===== src/rtl/winlose_scene_if.sv =====
// Scene controller bus: frame/tap/level/game-result inputs and scene status outputs.
interface winlose_scene_if;
  logic       frame_tick;
  logic       tap;
  logic       level_valid;
  logic [1:0] level_sel;
  logic       win;
  logic       lose;
  logic [2:0] scene;
  logic [3:0] winLose_cnt;
  logic       scene_enter;
  logic       tap_accept;

  modport master (
    output frame_tick, tap, level_valid, level_sel, win, lose,
    input  scene, winLose_cnt, scene_enter, tap_accept
  );

  modport slave (
    input  frame_tick, tap, level_valid, level_sel, win, lose,
    output scene, winLose_cnt, scene_enter, tap_accept
  );
endinterface


===== src/rtl/winlose_scene_ctrl.sv =====
// Top-level game scene sequencer: START -> MENU -> PLAYn -> WIN/LOSE -> MENU.
// Runs the win/lose blink counter and gates "tap to continue" behind a lockout.
module winlose_scene_ctrl #(
  parameter int unsigned TICK_DIV = 6,
  parameter int unsigned LOCKOUT  = 8
) (
  input  logic            clk,
  input  logic            rst,
  winlose_scene_if.slave  bus
);

  typedef enum logic [2:0] {
    S_START = 3'd0,
    S_MENU  = 3'd1,
    S_PLAY1 = 3'd2,
    S_PLAY2 = 3'd3,
    S_PLAY3 = 3'd4,
    S_WIN   = 3'd5,
    S_LOSE  = 3'd6
  } scene_t;

  localparam logic [7:0] DIV_LAST = 8'(TICK_DIV - 1);
  localparam logic [3:0] LOCK_MAX = 4'(LOCKOUT);

  scene_t     scene_q;
  logic [3:0] wl_cnt;
  logic [7:0] div_cnt;
  logic [3:0] lock_cnt;
  logic       tap_q;
  logic       enter_q;
  logic       accept_q;

  logic       tap_rise;
  logic       armed;

  // Rising edge of tap and lockout status, both derived from registered history.
  always_comb begin
    tap_rise = bus.tap & ~tap_q;
    armed    = (lock_cnt == LOCK_MAX);
  end

  // Scene FSM with blink/lockout counters; counters clear on every scene change.
  always_ff @(posedge clk) begin
    if (rst) begin
      scene_q  <= S_START;
      wl_cnt   <= '0;
      div_cnt  <= '0;
      lock_cnt <= '0;
      tap_q    <= 1'b1;
      enter_q  <= 1'b0;
      accept_q <= 1'b0;
    end else begin
      tap_q    <= bus.tap;
      enter_q  <= 1'b0;
      accept_q <= 1'b0;
      case (scene_q)
        S_START: begin
          wl_cnt   <= '0;
          div_cnt  <= '0;
          lock_cnt <= '0;
          if (tap_rise) begin
            scene_q  <= S_MENU;
            enter_q  <= 1'b1;
            accept_q <= 1'b1;
          end
        end
        S_MENU: begin
          wl_cnt   <= '0;
          div_cnt  <= '0;
          lock_cnt <= '0;
          if (bus.level_valid && (bus.level_sel != 2'd0)) begin
            scene_q <= scene_t'(3'd1 + {1'b0, bus.level_sel});
            enter_q <= 1'b1;
          end
        end
        S_PLAY1, S_PLAY2, S_PLAY3: begin
          wl_cnt   <= '0;
          div_cnt  <= '0;
          lock_cnt <= '0;
          if (bus.lose) begin
            scene_q <= S_LOSE;
            enter_q <= 1'b1;
          end else if (bus.win) begin
            scene_q <= S_WIN;
            enter_q <= 1'b1;
          end
        end
        S_WIN, S_LOSE: begin
          if (tap_rise && armed) begin
            scene_q  <= S_MENU;
            enter_q  <= 1'b1;
            accept_q <= 1'b1;
            wl_cnt   <= '0;
            div_cnt  <= '0;
            lock_cnt <= '0;
          end else if (bus.frame_tick) begin
            if (div_cnt == DIV_LAST) begin
              div_cnt <= '0;
              wl_cnt  <= wl_cnt + 4'd1;
              if (!armed) lock_cnt <= lock_cnt + 4'd1;
            end else begin
              div_cnt <= div_cnt + 8'd1;
            end
          end
        end
        default: begin
          scene_q  <= S_START;
          wl_cnt   <= '0;
          div_cnt  <= '0;
          lock_cnt <= '0;
        end
      endcase
    end
  end

  assign bus.scene       = scene_q;
  assign bus.winLose_cnt = wl_cnt;
  assign bus.scene_enter = enter_q;
  assign bus.tap_accept  = accept_q;

endmodule


===== src/flat_wrapper.sv =====
// flat-port wrapper written by rule: the top's interface ports become plain ports
module winlose_scene_ctrl_flat 
#(
  parameter int unsigned TICK_DIV = 6,
  parameter int unsigned LOCKOUT  = 8
)
  (clk, rst, bus_frame_tick, bus_tap, bus_level_valid, bus_level_sel, bus_win, bus_lose, bus_scene, bus_winLose_cnt, bus_scene_enter, bus_tap_accept);
  winlose_scene_if bus_i ();
  input  logic clk;
  input  logic rst;
  input wire logic [$bits(bus_i.frame_tick)-1:0] bus_frame_tick;
  input wire logic [$bits(bus_i.tap)-1:0] bus_tap;
  input wire logic [$bits(bus_i.level_valid)-1:0] bus_level_valid;
  input wire logic [$bits(bus_i.level_sel)-1:0] bus_level_sel;
  input wire logic [$bits(bus_i.win)-1:0] bus_win;
  input wire logic [$bits(bus_i.lose)-1:0] bus_lose;
  output wire logic [$bits(bus_i.scene)-1:0] bus_scene;
  output wire logic [$bits(bus_i.winLose_cnt)-1:0] bus_winLose_cnt;
  output wire logic [$bits(bus_i.scene_enter)-1:0] bus_scene_enter;
  output wire logic [$bits(bus_i.tap_accept)-1:0] bus_tap_accept;
  assign bus_i.frame_tick = bus_frame_tick;
  assign bus_i.tap = bus_tap;
  assign bus_i.level_valid = bus_level_valid;
  assign bus_i.level_sel = bus_level_sel;
  assign bus_i.win = bus_win;
  assign bus_i.lose = bus_lose;
  assign bus_scene = bus_i.scene;
  assign bus_winLose_cnt = bus_i.winLose_cnt;
  assign bus_scene_enter = bus_i.scene_enter;
  assign bus_tap_accept = bus_i.tap_accept;
  winlose_scene_ctrl #(.TICK_DIV(TICK_DIV), .LOCKOUT(LOCKOUT)) u_core (.clk(clk), .rst(rst), .bus(bus_i));
endmodule

===== config.mk =====
export PLATFORM = sky130hd
export DESIGN_NAME = winlose_scene_ctrl_flat
export DESIGN_NICKNAME = d
export VERILOG_FILES = /design/src/rtl/winlose_scene_if.sv /design/src/rtl/winlose_scene_ctrl.sv /design/src/flat_wrapper.sv
export SDC_FILE = /design/constraint.sdc
export NUM_CORES = 1
export LEC_CHECK = 0
export ABC_AREA = 1
export CAP_MARGIN = 20
export CORE_MARGIN = 4
export CORE_UTILIZATION = 53
export DETAILED_ROUTE_END_ITERATION = 8
export GPL_ROUTABILITY_DRIVEN = 0
export PLACE_DENSITY = 0.89
export SYNTH_ARGS = -nofsm -noshare
export SYNTH_HDL_FRONTEND = slang
export SYNTH_SLANG_ARGS = --single-unit

===== constraint.sdc =====
create_clock -name clk -period 1.75 [get_ports clk]
set_clock_uncertainty 0.1 [all_clocks]
set_input_delay 0.525 -clock clk [delete_from_list [all_inputs] [get_ports clk]]
set_output_delay 0.525 -clock clk [all_outputs]
set_load 0.02 [all_outputs]

# Word-level counts from Yosys, hierarchy flattened
# Cells that the tools add are included.
[op_classes]
n_addsub = 4
n_eq_ne = 12
mux = 14
bitwise = 4
n_reduce_logical = 10
[ops]
columns = ["operator", "n"]
rows = [
  ["$mux W3", 5],
  ["$pmux W3 S4", 1],
  ["$eq A3 B3 Y1 const B", 3],
  ["$add A4 B1 Y4 const B", 2],
  ["$add A8 B1 Y8 const B", 1],
  ["$eq A8 B3 Y1 const B", 1],
  ["$mux W8", 1],
  ["$eq A3 B2 Y1 const B", 2],
  ["$ne A2 B1 Y1 const B", 3],
  ["$reduce_or A3 Y1", 2],
  ["$mux W1", 5],
  ["$eq A4 B4 Y1 const B", 1],
  ["$pmux W1 S4", 1],
  ["$reduce_and A4 Y1", 1],
  ["$add A1 B2 Y3 const A", 1],
  ["$eq A3 B1 Y1 const B", 1],
  ["$logic_not A3 Y1", 1],
  ["$ne A3 B3 Y1 const B", 1],
  ["$not A1 Y1", 3],
  ["$reduce_and A3 Y1", 1],
  ["$logic_and A1 B1 Y1", 2],
  ["$pmux W1 S2", 1],
  ["$reduce_and A2 Y1", 1],
  ["$reduce_bool A2 Y1", 1],
  ["other kinds (2)", 2],
]
[word_totals]
reg_bits = 22
inputBits = 9
word_cells = 51

# Logic depth before layout (Yosys ltp)
# Gate-level depths: netlist of the first run.
[logic_depth]
word_depth = 5
ltp_mapped = 11
ltp_nobuf = 11

# Worst setup path before layout of the first run
# No wires, ideal clock.
[synth_timing]
kind = "input-to-reg"
start = "input port bus_frame_tick"
end = "register u_core.lock_cnt[2]"
arrival_time_ps = 1263
required_ps = 1535
slack_ps = 272
cell_stages = 8
n_path_buf = 1
cell_sequence = "buf_4 > nand2_1 > nor3_2 > nand2_1 > nor2_1 > nand3_1 > nand2_1 > nor2_1"
[synth_via]
elab_chain_len = 1
[synth_rtl]
columns = ["item", "line", "source"]
rows = [
  ["from (decl)", "flat_wrapper.sv:11", "input wire logic [$bits(bus_i.frame_tick)-1:0] bus_frame_tick;"],
  ["$reduce_and A3 Y1 (no source line)", "n/a", ""],
  ["to (signal assigned)", "winlose_scene_ctrl.sv:100", "if (!armed) lock_cnt <= lock_cnt + 4'd1;"],
  ["to (decl)", "winlose_scene_ctrl.sv:28", "logic [3:0] lock_cnt;"],
]
# No other way between the ends.
# A chain may end at the register's enable or synchronous reset.

# Worst setup path after layout of the first run
[layout_timing]
start = "register u_core.wl_cnt[2], in the netlist u_core.bus.winLose_cnt[2]"
end = "output port bus_winLose_cnt[2]"
[layout_rtl]
columns = ["item", "line", "source"]
rows = [
  ["from (decl)", "winlose_scene_ctrl.sv:26", "logic [3:0] wl_cnt;"],
  ["from (signal assigned)", "winlose_scene_ctrl.sv:99", "wl_cnt <= wl_cnt + 4'd1;"],
  ["to (decl)", "flat_wrapper.sv:18", "output wire logic [$bits(bus_i.winLose_cnt)-1:0] bus_winLose_cnt;"],
]
# No word-level cell between the ends.

==> results of run 1 <==
per-stage QoR:
| stage | hold WS, ns | util (%) |
|---|---|---|
| floorplan | 0.367 | - |
| global placement | 0.380 | 68.9 |
| detailed placement | 0.391 | 68.9 |
| CTS | 0.410 | 70.7 |
| global route | 0.428 | 72.3 |
| finish | 0.409 | 72.3 |
kinds of logic (layout without fill, tap and decap cells):
kind of cell               count (synthesis)  in the layout  share of synthesized area [%]
xor gates and xnor gates                   7              7                           4.69
AOI/OAI and AO/OA                         18             18                           7.18
buffers and inverters                     26             54                           7.85
adders and majority gates                  7              7                           6.70
DFF                                       22             22                           33.7
and+or+nand+nor                          100            100                           39.9
power by group through the flow:
| stage | combinational (W) | clock, W | sequential (W) |
|---|---|---|---|
| 2_1_floorplan | 0.000304 | 0 | 0.000617 |
| 3_3_place_gp | 0.000522 | 0 | 0.000560 |
| 3_5_place_dp | 0.000552 | 0 | 0.000564 |
| 4_1_cts | 0.000532 | 0.000399 | 0.000552 |
| 5_1_grt | 0.000639 | 0.000423 | 0.000555 |
| 6_report | 0.000581 | 0.000397 | 0.000551 |
cell usage after synthesis (all sizes together):
cell type | n | share of area (%)
buf | 2 | 0.96
dfxtp | 22 | 34
xor2 | 5 | 3.3
xnor2 | 2 | 1.3
nand3b | 1 | 0.57
a21oi | 16 | 6.4
nand2 | 44 | 15
nand4 | 2 | 0.96
o21ai | 2 | 0.77
nor3 | 6 | 3.4
inv | 24 | 6.9
nor2 | 24 | 10
ha | 7 | 6.7
nand3 | 20 | 8.8
or2 | 3 | 1.4
sequential cells by signal, summed over array words and instances (netlist names):
name / flops
u_core.div_cnt: 8
u_core.bus.winLose_cnt: 4
u_core.lock_cnt: 4
u_core.bus.scene: 3
u_core.bus.scene_enter: 1
u_core.bus.tap_accept: 1
u_core.tap_q: 1
final cells by class:
cell class	instances	area share (%)
multi-input combinational	132	48.3
sequential	22	26.7
timing repair buffer	26	14.2
inverter	24	5.47
tap	28	2.13
clock inverter	1	1.82
clock buffer	3	1.37
what timing repair did:
item | in CTS | in global routing
pin swaps | 0 | 2
endpoints found under the setup margin | 9 | 8
gates resized for setup | 9 | 12
layer usage:
layer | global-route usage (%) | up-vias | wire [µm]
met2 | 36.0 | 42 | 1750
met4 | 7.95 | 0 | 38
met5 | 0 | - | 0
met3 | 3.34 | 4 | 124
li1 | - | 628 | -
met1 | 22.7 | 595 | 1250
worst max path at each step:
stage	start	endpoint	slack (ns)
3_5_place_dp	bus_level_sel[0]	u_core.bus.scene[2]$_SDFFE_PP0P_	-0.33
2_1_floorplan	bus_frame_tick	u_core.lock_cnt[2]$_SDFFE_PP0P_	0.27
3_3_place_gp	bus_level_sel[0]	u_core.bus.scene[1]$_SDFFE_PP0P_	-0.24
5_1_grt	u_core.lock_cnt[0]$_SDFFE_PP0P_	u_core.bus.scene[2]$_SDFFE_PP0P_	-0.02
6_report	u_core.bus.winLose_cnt[2]$_SDFFE_PP0P_	bus_winLose_cnt[2]	0.04
4_1_cts	bus_level_sel[0]	u_core.bus.scene[0]$_SDFFE_PP0P_	0.004
==> metrics.md, run 1 <==
| Metric | Value |
|---|---|
| Pwr dens | slightly above 900 nW/µm² |
| Via Count | ~1300 |
| Register area | 440 µm² |
| Crit path cell chain | clkdlybuf4s15_1 |
| # DRC | 0 |
| Sequential power share | between 30% and 40% |
| Flop2flop setup slack | 0.10 ns |
| H-tree depth | 1 |
| Seq/Total Area, Yosys | 33.7% |
| CTS tree | yes |
| Post-route setup slack | 0.0427 ns |
| Clock power frac | a little over a quarter |
| Setup bufs post-CTS | 0 |
| Initial antenna violation count | 0 |
| Worst setup EP type | output port |
| Root buf cell | clkbuf_4 |
| Final instance area | 1650 µm² |
| Crit path arrival time | around 1.1 ns |
| Antenna Cells | 0 |
| Routed WL | approximately 3200 µm |
| Worst Hold Path EP | u_core.lock_cnt[3]$_SDFFE_PP0P_ |
| Status | complete, no violations |
| Non-filler instance count after layout | 236 |
| Synth-to-layout area growth | 25.9% |
| Antenna Violating Nets Remaining | 0 |
| RSZ-0062 raised after global routing | true |
| Core footprint | ~2300 µm² |
| Die Area | approximately 3300 µm² |
| Grt ovf | 0 |
| Syn_area_per_cell | 7.26 µm² |
| Layout cell share with drive strength beyond 1 | between 20% and 30% |
| Setup TNS | 0 ns |
| Wire per inst | ~13 µm |
| Row count | 17 |
| Placed Instances | ~230 |
| Placed inst area | between 1500 and 2000 µm² |
| Worst vdd ir | between 0.0007 and 0.0008 V |
| Fill count | between 150 and 200 |
| DR pass1 iterations | 4 |
| Layout Nets | between 200 and 250 |
| Total track usage | 19.8% |
| Final clock period utilization by the worst path | between 90% and 100% |
| Clk sinks | 22 |
| Setup CP Type | reg -> out |
| Die X | just under 60 µm |
| Gate power share | ~38% |
| RR Endpoint | u_core.bus.scene[2]$_SDFFE_PP0P_ |
| Hold/Removal Path Class | reg -> reg |
| Synth Instances | 180 |
| Hold path cells | 2 |
| Unique masters post-synth | 25 |
| CTS clk-pin slew, worst paths | 0.13 ns |
| Finish-stage setup viols | 0 |
| First-pass GRT wire length | between 5000 and 6000 µm |
| Delay-heaviest family, CP | flip-flops |
| Switching part of the total | 36.1% |
| Multi-input gate area | slightly below 800 µm² |
| CTS Buf Count | 3 |
| Buf/Inv on CP | 1 |
| Place WS | -0.326 ns |
| Synth Warn # | 0 |
| Total Power | 0.00153 W |
| Reg2reg path depth | 11 |
| Fmax achieved | roughly 0.6 GHz |
| CTS Buffer Depth | 2 |
| Num ports | 18 |
| Port buffer count | 17 |
| Most frequent cells in the layout | nand2_1, dfxtp_1, inv_1 |
| Hold Buf Count CTS | 0 |
| Max Transition Viols Final | 0 |
| Rel. slew slack | 83.1% |
| Worst hold start | u_core.lock_cnt[3]$_SDFFE_PP0P_ |
| Min Tclk post-route | about 1.7 ns |
| Int Pwr | slightly below 0.001 W |
| Initial DRC Count | 64 |
| Synth Register Bits | 22 |
| Worst path depth | 1 |
| Most common cell after layout, fill and taps aside | nand2_1 |
| Syn Nets | between 150 and 200 |
| Lkg Pwr | around 0.73 nW |
| Startpoint type of the worst setup path | flop |
| Largest net degree at the start of global routing | 14 |
| Net switching power | 0.000553 W |
| Crit Path Max Fanout | 4 |
| Die H | between 50 and 60 µm |
| Vias in the first global route | approximately 1300 |
| Final Hold Viols | 0 |
| Starting density of the core | a little under three fifths |
| Post-DP HPWL | between 2000 and 2500 µm |
| Worst path max stage delay | about 0.42 ns |
| Cell area after synthesis | roughly 1300 µm² |
| Vias/cell | 5.38 |
| Clock Latency Late Sink | roughly 0.31 ns |
| Worst Path Required | 1.12 ns |
| Reg2Reg Launch Point | u_core.lock_cnt[0]$_SDFFE_PP0P_ |
| Worst Max-Slew Pin Slew | about 0.25 ns |
| Max Cap Viol | 0 |
| Slowest-stage cell, CP | dfxtp_1 |
(Power assumes the default switching activity.)
==> run 2: changes to the inputs <==
- CORE_UTILIZATION: 53 -> 58
- PLACE_DENSITY: 0.89 -> 0.95
- clock period: 1.75 -> 2.1 ns (I/O delays scaled with it)
==> run 2 against run 1 <==
Net effect: count of clock-buffer cells in the layout stayed put; sequential power is 17% lower; flip-flop and latch count is the same; critical path depth unchanged; sequential share of layout area increased by 0.97 points; total power shrank 28%; register-to-register slack improved by 0.36 ns; via count fell by 5.4%; clock power down 52%; worst hold slack worse by 0.0032 ns; cell count decreased by 1.3%; global-route usage rose by 0.42 points.
==> metrics.md, run 2 (synthesis gave the netlist of run 1 again) <==
| Metric | Value |
|---|---|
| Clock Latency Late Sink | 0.31 ns (about the same) |
| Fmax achieved | 0.486 GHz |
| Final clock period utilization by the worst path | between 90% and 100% |
| # DRC | 0 (unchanged) |
| Vias/cell | 5.15 (was 5.38) |
| Net switching power | 0.000408 W (was 0.000553 W) |
| Antenna Cells | 0 (unchanged) |
| Starting density of the core | 64.0% (was 57.4%) |
| Die H | 55.5 µm (was 57.7 µm) |
| DR pass1 iterations | 4 (unchanged) |
| Hold path cells | 2 (unchanged) |
| Setup TNS | 0 ns (unchanged) |
| Most common cell after layout, fill and taps aside | nand2_1 (unchanged) |
| Placed Instances | 230 (was 232) |
| Worst Max-Slew Pin Slew | 0.334 ns (was 0.253 ns) |
| CTS clk-pin slew, worst paths | 0.12 ns (was 0.13 ns) |
| Setup CP Type | reg -> out (unchanged) |
| Reg2reg path depth | 9 (was 11) |
| Final Hold Viols | 0 (unchanged) |
| Fill count | 145 (was 171) |
| Post-DP HPWL | 2260 µm (was 2450 µm) |
| Initial DRC Count | 22 (was 64) |
| Wire per inst | 12.0 µm (was 13.4 µm) |
| Via Count | 1200 (was 1269) |
| Total track usage | 20.2% (was 19.8%) |
| Lkg Pwr | 0.711 nW (was 0.732 nW) |
| Vias in the first global route | 1217 (was 1252) |
| Switching part of the total | 37.0% (was 36.1%) |
| CTS Buf Count | 3 (unchanged) |
| H-tree depth | 1 (unchanged) |
| Most frequent cells in the layout | nand2_1, dfxtp_1, inv_1 (unchanged) |
| RSZ-0062 raised after global routing | false (was true) |
| First-pass GRT wire length | 5060 µm (was 5230 µm) |
| Startpoint type of the worst setup path | flop (unchanged) |
| Crit Path Max Fanout | 3 (was 4) |
| Status | complete, no violations (unchanged) |
| Pwr dens | 693 nW/µm² (was 929 nW/µm²) |
| Non-filler instance count after layout | 233 (was 236) |
| Die Area | 3080 µm² (was 3330 µm²) |
| Layout Nets | 224 (was 225) |
| Core footprint | 2040 µm² (was 2280 µm²) |
| Fin util | 77.8% (was 72.3%) |
| Clk sinks | 22 (unchanged) |
| Reg2Reg Launch Point | u_core.lock_cnt[0]$_SDFFE_PP0P_ (unchanged) |
| Flop2flop setup slack | 0.46 ns (was 0.10 ns) |
| Worst Path Required | 1.37 ns (was 1.12 ns) |
| Biggest register | u_core.div_cnt (unchanged) |
| Hold/Removal Path Class | reg -> reg (unchanged) |
| Worst Hold Path EP | u_core.bus.winLose_cnt[1]$_SDFFE_PP0P_ (was u_core.lock_cnt[3]$_SDFFE_PP0P_) |
| Max Cap Viol | 0 (unchanged) |
| Crit path arrival time | 1.33 ns (was 1.08 ns) |
| CTS Buffer Depth | 2 (unchanged) |
| Max Transition Viols Final | 0 (unchanged) |
| Worst hold start | u_core.bus.winLose_cnt[1]$_SDFFE_PP0P_ (was u_core.lock_cnt[3]$_SDFFE_PP0P_) |
| Max FFs per register | 8 (unchanged) |
| Worst path max stage delay | 0.62 ns (was 0.42 ns) |
| Rel. slew slack | 77.7% (was 83.1%) |
| Total Power | 0.00110 W (was 0.00153 W) |
| Finish-stage setup viols | 0 (unchanged) |
| Initial antenna violation count | 0 (unchanged) |
| Register area | 440 µm² (unchanged) |
| Delay-heaviest family, CP | buffers and inverters (was flip-flops) |
| Port buffer count | 17 (unchanged) |
| Grt ovf | 0 (unchanged) |
| CTS tree | yes (unchanged) |
| Worst setup EP type | output port (unchanged) |
| Slowest-stage cell, CP | clkdlybuf4s50_1 (was dfxtp_1) |
| Routed WL | 2790 µm (was 3160 µm) |
| RR Endpoint | u_core.bus.winLose_cnt[2]$_SDFFE_PP0P_ (was u_core.bus.scene[2]$_SDFFE_PP0P_) |
| Setup bufs post-CTS | 0 (unchanged) |
| Multi-input gate area | 764 µm² (was 795 µm²) |
| Num ports | 18 (unchanged) |
| Row count | 16 (was 17) |
| Int Pwr | 0.000694 W (was 0.000977 W) |
| Sequential power share | 41.7% (was 36.0%) |
| Min Tclk post-route | around 2 ns |
| Antenna Violating Nets Remaining | 0 (unchanged) |
| Largest net degree at the start of global routing | 12 (was 14) |
| Root buf cell | clkbuf_4 (unchanged) |
| Synth-to-layout area growth | 21.5% (was 25.9%) |
| Buf/Inv on CP | 1 (unchanged) |
| Gate power share | 40.9% (was 38.0%) |
| Clock power frac | 17.4% (was 26.0%) |
| Layout cell share with drive strength beyond 1 | 18.0% (was 22.6%) |
| Worst vdd ir | 0.000765 V (was 0.000777 V) |
| Crit path cell chain | clkdlybuf4s50_1 (was clkdlybuf4s15_1) |
| Die X | 55.5 µm (was 57.7 µm) |
run 2: cell types whose count changed in the layout (fill, tap and decap cells not counted), moves of 2 or more:
cell and change:
clkdlybuf4s50_1 +8, dlygate4sd2_1 -7, a21oi_1 +2, a21oi_2 -2, clkdlybuf4s15_1 -2, nand2_1 +2, nand2_2 -2, nand3_1 +2
nand3_2 -2
run 2: metal layers:
metal / GRT usage [%] / vias to the layer above / wire (µm)
li1: - / 622 / -
met2: 36.0 / 20 / 1370
met1: 22.6 / 548 / 1240
met3: 5.36 / 10 / 97
met5: 0 / - / 0
met4: 7.99 / 0 / 79
run 2: how the worst max path moves through the flow:
stage	cells after the start	endpoint	startpoint	slack (ns)
after floorplan	8	u_core.lock_cnt[2]$_SDFFE_PP0P_	bus_frame_tick	0.52
after global placement	11	u_core.bus.scene[1]$_SDFFE_PP0P_	bus_level_sel[0]	-0.008
after detailed placement	10	u_core.bus.scene[1]$_SDFFE_PP0P_	bus_level_sel[0]	-0.07
after CTS	1	bus_winLose_cnt[0]	u_core.bus.winLose_cnt[0]$_SDFFE_PP0P_	0.0008
after global routing	1	bus_winLose_cnt[3]	u_core.bus.winLose_cnt[3]$_SDFFE_PP0P_	0.01
final	1	bus_winLose_cnt[3]	u_core.bus.winLose_cnt[3]$_SDFFE_PP0P_	0.04
run 2: final cells by class:
cell class              count  area share [%]
inverters                  24            5.67
multi-input cells         132            48.1
flip-flops and latches     22            27.7
clock buffers               3            1.42
repair buffers             25            15.0
well taps                  27            2.13
run 2: timing repair:
action	CTS	global route
gates resized for setup	0	3
hold buffers	0	0
setup endpoints to repair	0	3
run 2: stage by stage:
step / setup WS [ns] / instance area (µm²) / hold WS, ns
global placement: -0.00785 / 1560 / 0.376
global route: 0.0104 / 1590 / 0.445
floorplan: 0.517 / 1310 / 0.367
detailed placement: -0.0656 / 1560 / 0.391
finish: 0.0430 / 1590 / 0.406
CTS: 0.000765 / 1580 / 0.406
run 2: power by group through the flow:
stage                     Clock, W  Sequential [W]  Combinational [W]
final                     0.000192        0.000460           0.000450
after global routing      0.000214        0.000464           0.000502
after global placement           0        0.000468           0.000428
after detailed placement         0        0.000469           0.000447
after CTS                 0.000196        0.000460           0.000450
after floorplan                  0        0.000514           0.000253
run 2: worst min-delay path: stages, from the launching register on:
cell,delay (ns)
dfxtp_1,0.35
nand2_1,0.07
a21oi_1,0.05
